### config.mk
export PLATFORM = sky130hd
export DESIGN_NAME = conv_seq_ctrl_flat
export DESIGN_NICKNAME = d
export VERILOG_FILES = /design/src/rtl/conv_seq_ctrl_if.sv /design/src/rtl/conv_seq_ctrl.sv /design/src/flat_wrapper.sv
export SDC_FILE = /design/constraint.sdc
export NUM_CORES = 1
export LEC_CHECK = 0
export CAP_MARGIN = 20
export CORE_UTILIZATION = 32
export DETAILED_ROUTE_END_ITERATION = 16
export PLACE_DENSITY = 0.7
export SLEW_MARGIN = 20
export SYNTH_ARGS = -nofsm -noshare
export SYNTH_HDL_FRONTEND = slang
export SYNTH_SLANG_ARGS = --single-unit
### constraint.sdc
create_clock -name ACLK -period 2.75 [get_ports ACLK]
set_clock_uncertainty 0.05 [all_clocks]
set_input_delay 0.275 -clock ACLK [delete_from_list [all_inputs] [get_ports ACLK]]
set_output_delay 0.275 -clock ACLK [all_outputs]
set_load 0.005 [all_outputs]
### src/rtl/conv_seq_ctrl_if.sv
// conv_seq_ctrl_if
// Bundle of the sequencer's handshake, BRAM and MAC signals.
//   master : conv_seq_ctrl side (drives enables, addresses, strobes, write port)
//   slave  : fabric side (register slave start bit, BRAMs, MAC accumulator)
// Signals:
//   start_i        start level from reg 10 bit 0
//   busy_o/done_o  run status, done is a one-cycle pulse
//   in_en_o/in_addr_o, w_en_o/w_addr_o       Input / Weight BRAM read port
//   mac_clr_o/mac_en_o/mac_result_i          external MAC control and result
//   out_we_o/out_addr_o/out_wdata_o          OUTACT BRAM write port
interface conv_seq_ctrl_if #(
    parameter int ADDR_W = 10,
    parameter int DATA_W = 32
);
    logic              start_i;
    logic              busy_o;
    logic              done_o;
    logic              in_en_o;
    logic [ADDR_W-1:0] in_addr_o;
    logic              w_en_o;
    logic [ADDR_W-1:0] w_addr_o;
    logic              mac_clr_o;
    logic              mac_en_o;
    logic [DATA_W-1:0] mac_result_i;
    logic              out_we_o;
    logic [ADDR_W-1:0] out_addr_o;
    logic [DATA_W-1:0] out_wdata_o;

    modport master (
        input  start_i, mac_result_i,
        output busy_o, done_o, in_en_o, in_addr_o, w_en_o, w_addr_o,
               mac_clr_o, mac_en_o, out_we_o, out_addr_o, out_wdata_o
    );

    modport slave (
        output start_i, mac_result_i,
        input  busy_o, done_o, in_en_o, in_addr_o, w_en_o, w_addr_o,
               mac_clr_o, mac_en_o, out_we_o, out_addr_o, out_wdata_o
    );
endinterface

### src/rtl/conv_seq_ctrl.sv
// conv_seq_ctrl
// Convolution sequencer: on a rising start edge it runs NUM_OUT passes, each
// clearing the MAC, streaming KERNEL_N input/weight reads, draining the MAC
// pipeline and writing the accumulated result to OUTACT.
// Ports:
//   ACLK    PL clock
//   ARESET  synchronous active-high reset
//   bus     conv_seq_ctrl_if.master (start, status, BRAM reads, MAC, OUTACT write)
// Optional feature: define CONV_RELU_EN to clamp negative results to zero.
module conv_seq_ctrl #(
    parameter int KERNEL_N  = 25,
    parameter int NUM_OUT   = 1,
    parameter int IN_STRIDE = 1,
    parameter int MAC_LAT   = 2,
    parameter int ADDR_W    = 10,
    parameter int DATA_W    = 32
) (
    input  logic            ACLK,
    input  logic            ARESET,
    conv_seq_ctrl_if.master bus
);
    localparam int K_W = (KERNEL_N > 1) ? $clog2(KERNEL_N) : 1;
    localparam int J_W = (NUM_OUT  > 1) ? $clog2(NUM_OUT)  : 1;
    localparam int D_W = (MAC_LAT  > 1) ? $clog2(MAC_LAT)  : 1;

    typedef enum logic [2:0] {
        S_IDLE  = 3'd0,
        S_CLR   = 3'd1,
        S_FETCH = 3'd2,
        S_DRAIN = 3'd3,
        S_WRITE = 3'd4,
        S_DONE  = 3'd5
    } state_t;

    state_t            state_q, state_d;
    logic              start_q, start_d;
    logic [K_W-1:0]    k_q, k_d;
    logic [J_W-1:0]    j_q, j_d;
    logic [D_W-1:0]    d_q, d_d;
    logic              busy_q, busy_d;
    logic              done_q, done_d;
    logic              in_en_q, in_en_d;
    logic              mac_clr_q, mac_clr_d;
    logic              mac_en_q, mac_en_d;
    logic              out_we_q, out_we_d;
    logic [ADDR_W-1:0] in_addr_q, in_addr_d;
    logic [ADDR_W-1:0] w_addr_q, w_addr_d;
    logic [ADDR_W-1:0] out_addr_q, out_addr_d;
    logic [31:0]       in_addr_full_s;
    logic [31:0]       w_addr_full_s;
    logic [31:0]       out_addr_full_s;
    logic [DATA_W-1:0] wdata_s;

    // Next state, counters and outputs; outputs are derived from the next
    // state so that the registered strobes line up with the state they belong to.
    always_comb begin
        state_d = state_q;
        start_d = bus.start_i;
        k_d     = k_q;
        j_d     = j_q;
        d_d     = d_q;
        case (state_q)
            S_IDLE: begin
                if (bus.start_i && !start_q) begin
                    state_d = S_CLR;
                    j_d     = {J_W{1'b0}};
                end else begin
                    state_d = S_IDLE;
                end
            end
            S_CLR: begin
                k_d     = {K_W{1'b0}};
                state_d = S_FETCH;
            end
            S_FETCH: begin
                if (k_q == K_W'(KERNEL_N - 1)) begin
                    state_d = S_DRAIN;
                    d_d     = {D_W{1'b0}};
                end else begin
                    k_d = k_q + K_W'(1);
                end
            end
            S_DRAIN: begin
                if (d_q == D_W'(MAC_LAT - 1)) begin
                    state_d = S_WRITE;
                end else begin
                    d_d = d_q + D_W'(1);
                end
            end
            S_WRITE: begin
                if (j_q == J_W'(NUM_OUT - 1)) begin
                    state_d = S_DONE;
                end else begin
                    j_d     = j_q + J_W'(1);
                    state_d = S_CLR;
                end
            end
            S_DONE: begin
                state_d = S_IDLE;
            end
            default: begin
                state_d = S_IDLE;
            end
        endcase

        // Input address wraps modulo 2^ADDR_W by plain truncation.
        in_addr_full_s  = 32'(j_d) * 32'(IN_STRIDE) + 32'(k_d);
        w_addr_full_s   = 32'(k_d);
        out_addr_full_s = 32'(j_d);

        busy_d    = (state_d != S_IDLE);
        done_d    = (state_d == S_DONE);
        in_en_d   = (state_d == S_FETCH);
        mac_clr_d = (state_d == S_CLR);
        // BRAM read data arrives one cycle after the enable.
        mac_en_d  = in_en_q;
        out_we_d  = (state_d == S_WRITE);

        if (state_d == S_FETCH) begin
            in_addr_d = in_addr_full_s[ADDR_W-1:0];
            w_addr_d  = w_addr_full_s[ADDR_W-1:0];
        end else begin
            in_addr_d = in_addr_q;
            w_addr_d  = w_addr_q;
        end

        if (state_d == S_WRITE) begin
            out_addr_d = out_addr_full_s[ADDR_W-1:0];
        end else begin
            out_addr_d = out_addr_q;
        end
    end

    // State, counter and output registers with synchronous reset.
    always_ff @(posedge ACLK) begin
        if (ARESET) begin
            state_q    <= S_IDLE;
            start_q    <= 1'b0;
            k_q        <= {K_W{1'b0}};
            j_q        <= {J_W{1'b0}};
            d_q        <= {D_W{1'b0}};
            busy_q     <= 1'b0;
            done_q     <= 1'b0;
            in_en_q    <= 1'b0;
            mac_clr_q  <= 1'b0;
            mac_en_q   <= 1'b0;
            out_we_q   <= 1'b0;
            in_addr_q  <= {ADDR_W{1'b0}};
            w_addr_q   <= {ADDR_W{1'b0}};
            out_addr_q <= {ADDR_W{1'b0}};
        end else begin
            state_q    <= state_d;
            start_q    <= start_d;
            k_q        <= k_d;
            j_q        <= j_d;
            d_q        <= d_d;
            busy_q     <= busy_d;
            done_q     <= done_d;
            in_en_q    <= in_en_d;
            mac_clr_q  <= mac_clr_d;
            mac_en_q   <= mac_en_d;
            out_we_q   <= out_we_d;
            in_addr_q  <= in_addr_d;
            w_addr_q   <= w_addr_d;
            out_addr_q <= out_addr_d;
        end
    end

    // Write data is a direct path from the MAC: the last tap only becomes
    // visible on mac_result_i in the WRITE cycle itself, so registering it
    // would cost a cycle of latency.
    always_comb begin
`ifdef CONV_RELU_EN
        if (bus.mac_result_i[DATA_W-1]) begin
            wdata_s = {DATA_W{1'b0}};
        end else begin
            wdata_s = bus.mac_result_i;
        end
`else
        wdata_s = bus.mac_result_i;
`endif
    end

    assign bus.busy_o      = busy_q;
    assign bus.done_o      = done_q;
    assign bus.in_en_o     = in_en_q;
    assign bus.w_en_o      = in_en_q;
    assign bus.in_addr_o   = in_addr_q;
    assign bus.w_addr_o    = w_addr_q;
    assign bus.mac_clr_o   = mac_clr_q;
    assign bus.mac_en_o    = mac_en_q;
    assign bus.out_we_o    = out_we_q;
    assign bus.out_addr_o  = out_addr_q;
    assign bus.out_wdata_o = wdata_s;
endmodule
### src/flat_wrapper.sv
// flat-port wrapper written by rule: the top's interface ports become plain ports
module conv_seq_ctrl_flat 
#(
    parameter int KERNEL_N  = 25,
    parameter int NUM_OUT   = 1,
    parameter int IN_STRIDE = 1,
    parameter int MAC_LAT   = 2,
    parameter int ADDR_W    = 10,
    parameter int DATA_W    = 32
)
  (ACLK, ARESET, bus_start_i, bus_mac_result_i, bus_busy_o, bus_done_o, bus_in_en_o, bus_in_addr_o, bus_w_en_o, bus_w_addr_o, bus_mac_clr_o, bus_mac_en_o, bus_out_we_o, bus_out_addr_o, bus_out_wdata_o);
  conv_seq_ctrl_if #(.ADDR_W(ADDR_W), .DATA_W(DATA_W)) bus_i ();
  input  logic ACLK;
  input  logic ARESET;
  input wire logic [$bits(bus_i.start_i)-1:0] bus_start_i;
  input wire logic [$bits(bus_i.mac_result_i)-1:0] bus_mac_result_i;
  output wire logic [$bits(bus_i.busy_o)-1:0] bus_busy_o;
  output wire logic [$bits(bus_i.done_o)-1:0] bus_done_o;
  output wire logic [$bits(bus_i.in_en_o)-1:0] bus_in_en_o;
  output wire logic [$bits(bus_i.in_addr_o)-1:0] bus_in_addr_o;
  output wire logic [$bits(bus_i.w_en_o)-1:0] bus_w_en_o;
  output wire logic [$bits(bus_i.w_addr_o)-1:0] bus_w_addr_o;
  output wire logic [$bits(bus_i.mac_clr_o)-1:0] bus_mac_clr_o;
  output wire logic [$bits(bus_i.mac_en_o)-1:0] bus_mac_en_o;
  output wire logic [$bits(bus_i.out_we_o)-1:0] bus_out_we_o;
  output wire logic [$bits(bus_i.out_addr_o)-1:0] bus_out_addr_o;
  output wire logic [$bits(bus_i.out_wdata_o)-1:0] bus_out_wdata_o;
  assign bus_i.start_i = bus_start_i;
  assign bus_i.mac_result_i = bus_mac_result_i;
  assign bus_busy_o = bus_i.busy_o;
  assign bus_done_o = bus_i.done_o;
  assign bus_in_en_o = bus_i.in_en_o;
  assign bus_in_addr_o = bus_i.in_addr_o;
  assign bus_w_en_o = bus_i.w_en_o;
  assign bus_w_addr_o = bus_i.w_addr_o;
  assign bus_mac_clr_o = bus_i.mac_clr_o;
  assign bus_mac_en_o = bus_i.mac_en_o;
  assign bus_out_we_o = bus_i.out_we_o;
  assign bus_out_addr_o = bus_i.out_addr_o;
  assign bus_out_wdata_o = bus_i.out_wdata_o;
  conv_seq_ctrl #(.KERNEL_N(KERNEL_N), .NUM_OUT(NUM_OUT), .IN_STRIDE(IN_STRIDE), .MAC_LAT(MAC_LAT), .ADDR_W(ADDR_W), .DATA_W(DATA_W)) u_core (.ACLK(ACLK), .ARESET(ARESET), .bus(bus_i));
endmodule
==> impl_metrics.toml <==
[die]
core_um2 = 5205
initial_core_util = 0.3406
dieArea_um2 = 5842
dieWidth_um = 76.44
chipHeight_um = 76.44
io_pins = 104
rows = 26

[final_layout]
diodes = 0
syn2layout_area_growth_pct = 6.916
nFillCells = 542
final_cell_mix = "28 x dfxtp_1, 21 x clkdlybuf4s50_1, 18 x nor2_1, 18 x conb_1, 12 x nand2_1"
nNetsFinal = 239
instances_no_fill = 271
drive_above_1_share = 0.1592
layout_commonest_cell = "dfxtp_1"

[detailed_routing]
wl_per_cell_um = 12.43
ant_nets = 0
firstDrtPassIters = 4
post_drt_via_cell_ratio = 4.716
drc_errors = 0
first_iter_violations = 134
drt-total-wl_mm = 3.368
via_count = 1278

[grt]
grt_usage = 0.1176
overflow = 0
grt_max_degree = 15
grt_pass1_vias = 1177
antenna_found_initial = 0
grt_pass1_wl_mm = 5.492

[clock_network]
cts_buffers = 5
clk_pin_slew_ns = 0.07
cts.path.max_buffers = 2
hold_buffers = 0
root_buffer = "clkbuf_8"
clock-sinks = 29
worstSkewPairLatency_ns = 0.28
htree_levels = 2
cts_tree = "built"

[place]
gp_congestion = 0.8463
dp_hpwl_mm = 2.436
io_buffers = 21
place_inst = 262

[setup_path]
r2r_setup_slack_ns = 0.10
end_kind = "flip-flop"
ff2ff_path_depth = 12
worstSetupStartpointType = "flip-flop"
crit_required_ns = 2.91
worstPathMaxFanout = 4
rr_endpoint = "u_core.bus.in_addr_o[2]"
worstPathArrival_ns = 2.80
worstSetupPathType = "reg2reg"
rr_startpoint = "u_core.k_q[0]"

[yosys]
syn-cell-area_um2 = 1773
synth_cell_type_count = 52
postSynthCellCount = 204
yosysSeqAreaShare = 0.3275
ys_seq_elements = 29
synth_edf_count = 0
avgSynthCellArea_um2 = 8.691
ys.flop_type = "dfxtp_1"
async_flop_share = 0
yosys_warnings = 0

[pwr]
p_per_area_nw_per_um2 = 512.8
power_leakage_nw = 0.7747
vdd_ir_drop_max_uv = 225.7
finalPower_mw = 0.9721

[flow_run]
max_cap_violations = 0

[timing]
setup_violations = 0
worst_pin_slew_ns = 0.5527
tns_ns = 0
hold_viol = 0
holdWs_ns = 0.4084
slew_headroom = 0.6304
finalCritPeriodShare = 0.9619
period_needed_ns = 2.645
final_max_slew_viol_count = 0
fmax_mhz = 378.0

[min_path]
hold_depth = 2
worstHoldStart = "u_core.bus.out_addr_o[0]"
hold_path.class = "reg2reg"
holdPathEnd = "u_core.bus.out_addr_o[0]"

[status]
status = "finished clean"
## final cells by class
| class | count | area, µm² | share of cell area |
|---|---|---|---|
| inverter | 6 | 22.52 | 0.01188 |
| clock inverter | 1 | 5.005 | 0.002640 |
| multi-input combinational | 127 | 817.0 | 0.4310 |
| sequential | 29 | 581.8 | 0.3069 |
| timing repair buffer | 31 | 285.3 | 0.1505 |
| clock buffer | 7 | 96.34 | 0.05083 |
| tap | 70 | 87.58 | 0.04620 |
## repair_timing
item                                    CTS  global route
resized for setup                         0             7
buffers inserted                          0             1
endpoints found under the setup margin    0             2
## power by group
group / internal [mW] / switching, mW
clock: 0.226 / 0.162
sequential: 0.438 / 0.0113
combinational: 0.0630 / 0.0723
total: 0.727 / 0.245
## how the worst max path moves through the flow
stage	end	start	slack [ns]
floorplan	u_core.bus.in_addr_o[2]	u_core.k_q[0]	0.22
finish	u_core.bus.in_addr_o[2]	u_core.k_q[0]	0.10
CTS	u_core.bus.in_addr_o[2]	u_core.k_q[0]	0.02
global route	u_core.bus.in_addr_o[2]	u_core.k_q[0]	-0.03
global placement	u_core.bus.in_addr_o[2]	u_core.k_q[0]	0.15
detailed placement	u_core.bus.in_addr_o[2]	u_core.k_q[0]	0.04
## flip-flops by register name, summed over array words and instances (netlist names), 3 cells and up
| name | cells |
|---|---|
| u_core.bus.w_addr_o | 5 |
| u_core.bus.in_addr_o | 6 |
| u_core.state_q | 3 |
| u_core.k_q | 5 |
## per-stage QoR
stage          cell area [µm²]  utilization  worst slack, ns
6_report                  1896       0.3642           0.1048
5_1_grt                   1896       0.3642         -0.02964
4_1_cts                   1863       0.3579          0.01884
3_5_place_dp              1762       0.3385          0.04000
3_3_place_gp              1762       0.3385           0.1488
2_1_floorplan             1837            -           0.2202
## cell usage after synthesis (all sizes together) (2+ instances only)
cell / number / area, µm²
o21ai: 5 / 25.02
a211oi: 4 / 30.03
a21oi: 8 / 51.30
o22ai: 2 / 12.51
buf: 56 / 429.2
nand4b: 2 / 17.52
and4: 2 / 17.52
nand2: 12 / 45.04
a22oi: 3 / 22.52
inv: 6 / 22.52
nor2: 18 / 67.56
clkbuf: 3 / 11.26
and2: 4 / 25.02
or2: 2 / 12.51
and4bb: 2 / 28.78
nand3: 4 / 20.02
and3: 4 / 25.02
nor3: 2 / 15.01
nor3b: 3 / 38.79
mux2i: 2 / 20.02
o21bai: 2 / 15.01
ha: 4 / 50.05
nor2b: 5 / 31.28
dfxtp: 29 / 580.6
## cell families after synthesis
logic type               Yosys count  synth area share
AND/OR/NAND/NOR                   68            0.2265
buffers and inverters             65            0.2611
AO/OA/AOI/OAI                     35            0.1433
flip-flops                        29            0.3275
adder cells (fa/ha/maj)            4           0.02823
multiplexers                       2           0.01129
other                              1          0.002115
## worst max-delay path, cell delays in order (launching register included)
cell and delay, ns:
dfxtp_2 0.37, inv_1 0.08, ha_1 0.20, nand4b_1 0.16, and2_4 0.19, o21bai_4 0.07
a22oi_2 0.22, inv_1 0.07, ha_2 0.19, ha_2 0.18, and4_1 0.18, or4_1 0.46
a21oi_1 0.15
## per-layer routing
metal / vias up / GRT usage / part of all wire
met1: 586 / 0.1467 / 0.44
met2: 55 / 0.1892 / 0.47
met3: 4 / 0.03713 / 0.075
met5: - / 0 / 0
met4: 0 / 0.04231 / 0.013
li1: 633 / - / -
No activity file was read; power rests on OpenSTA's default activity.
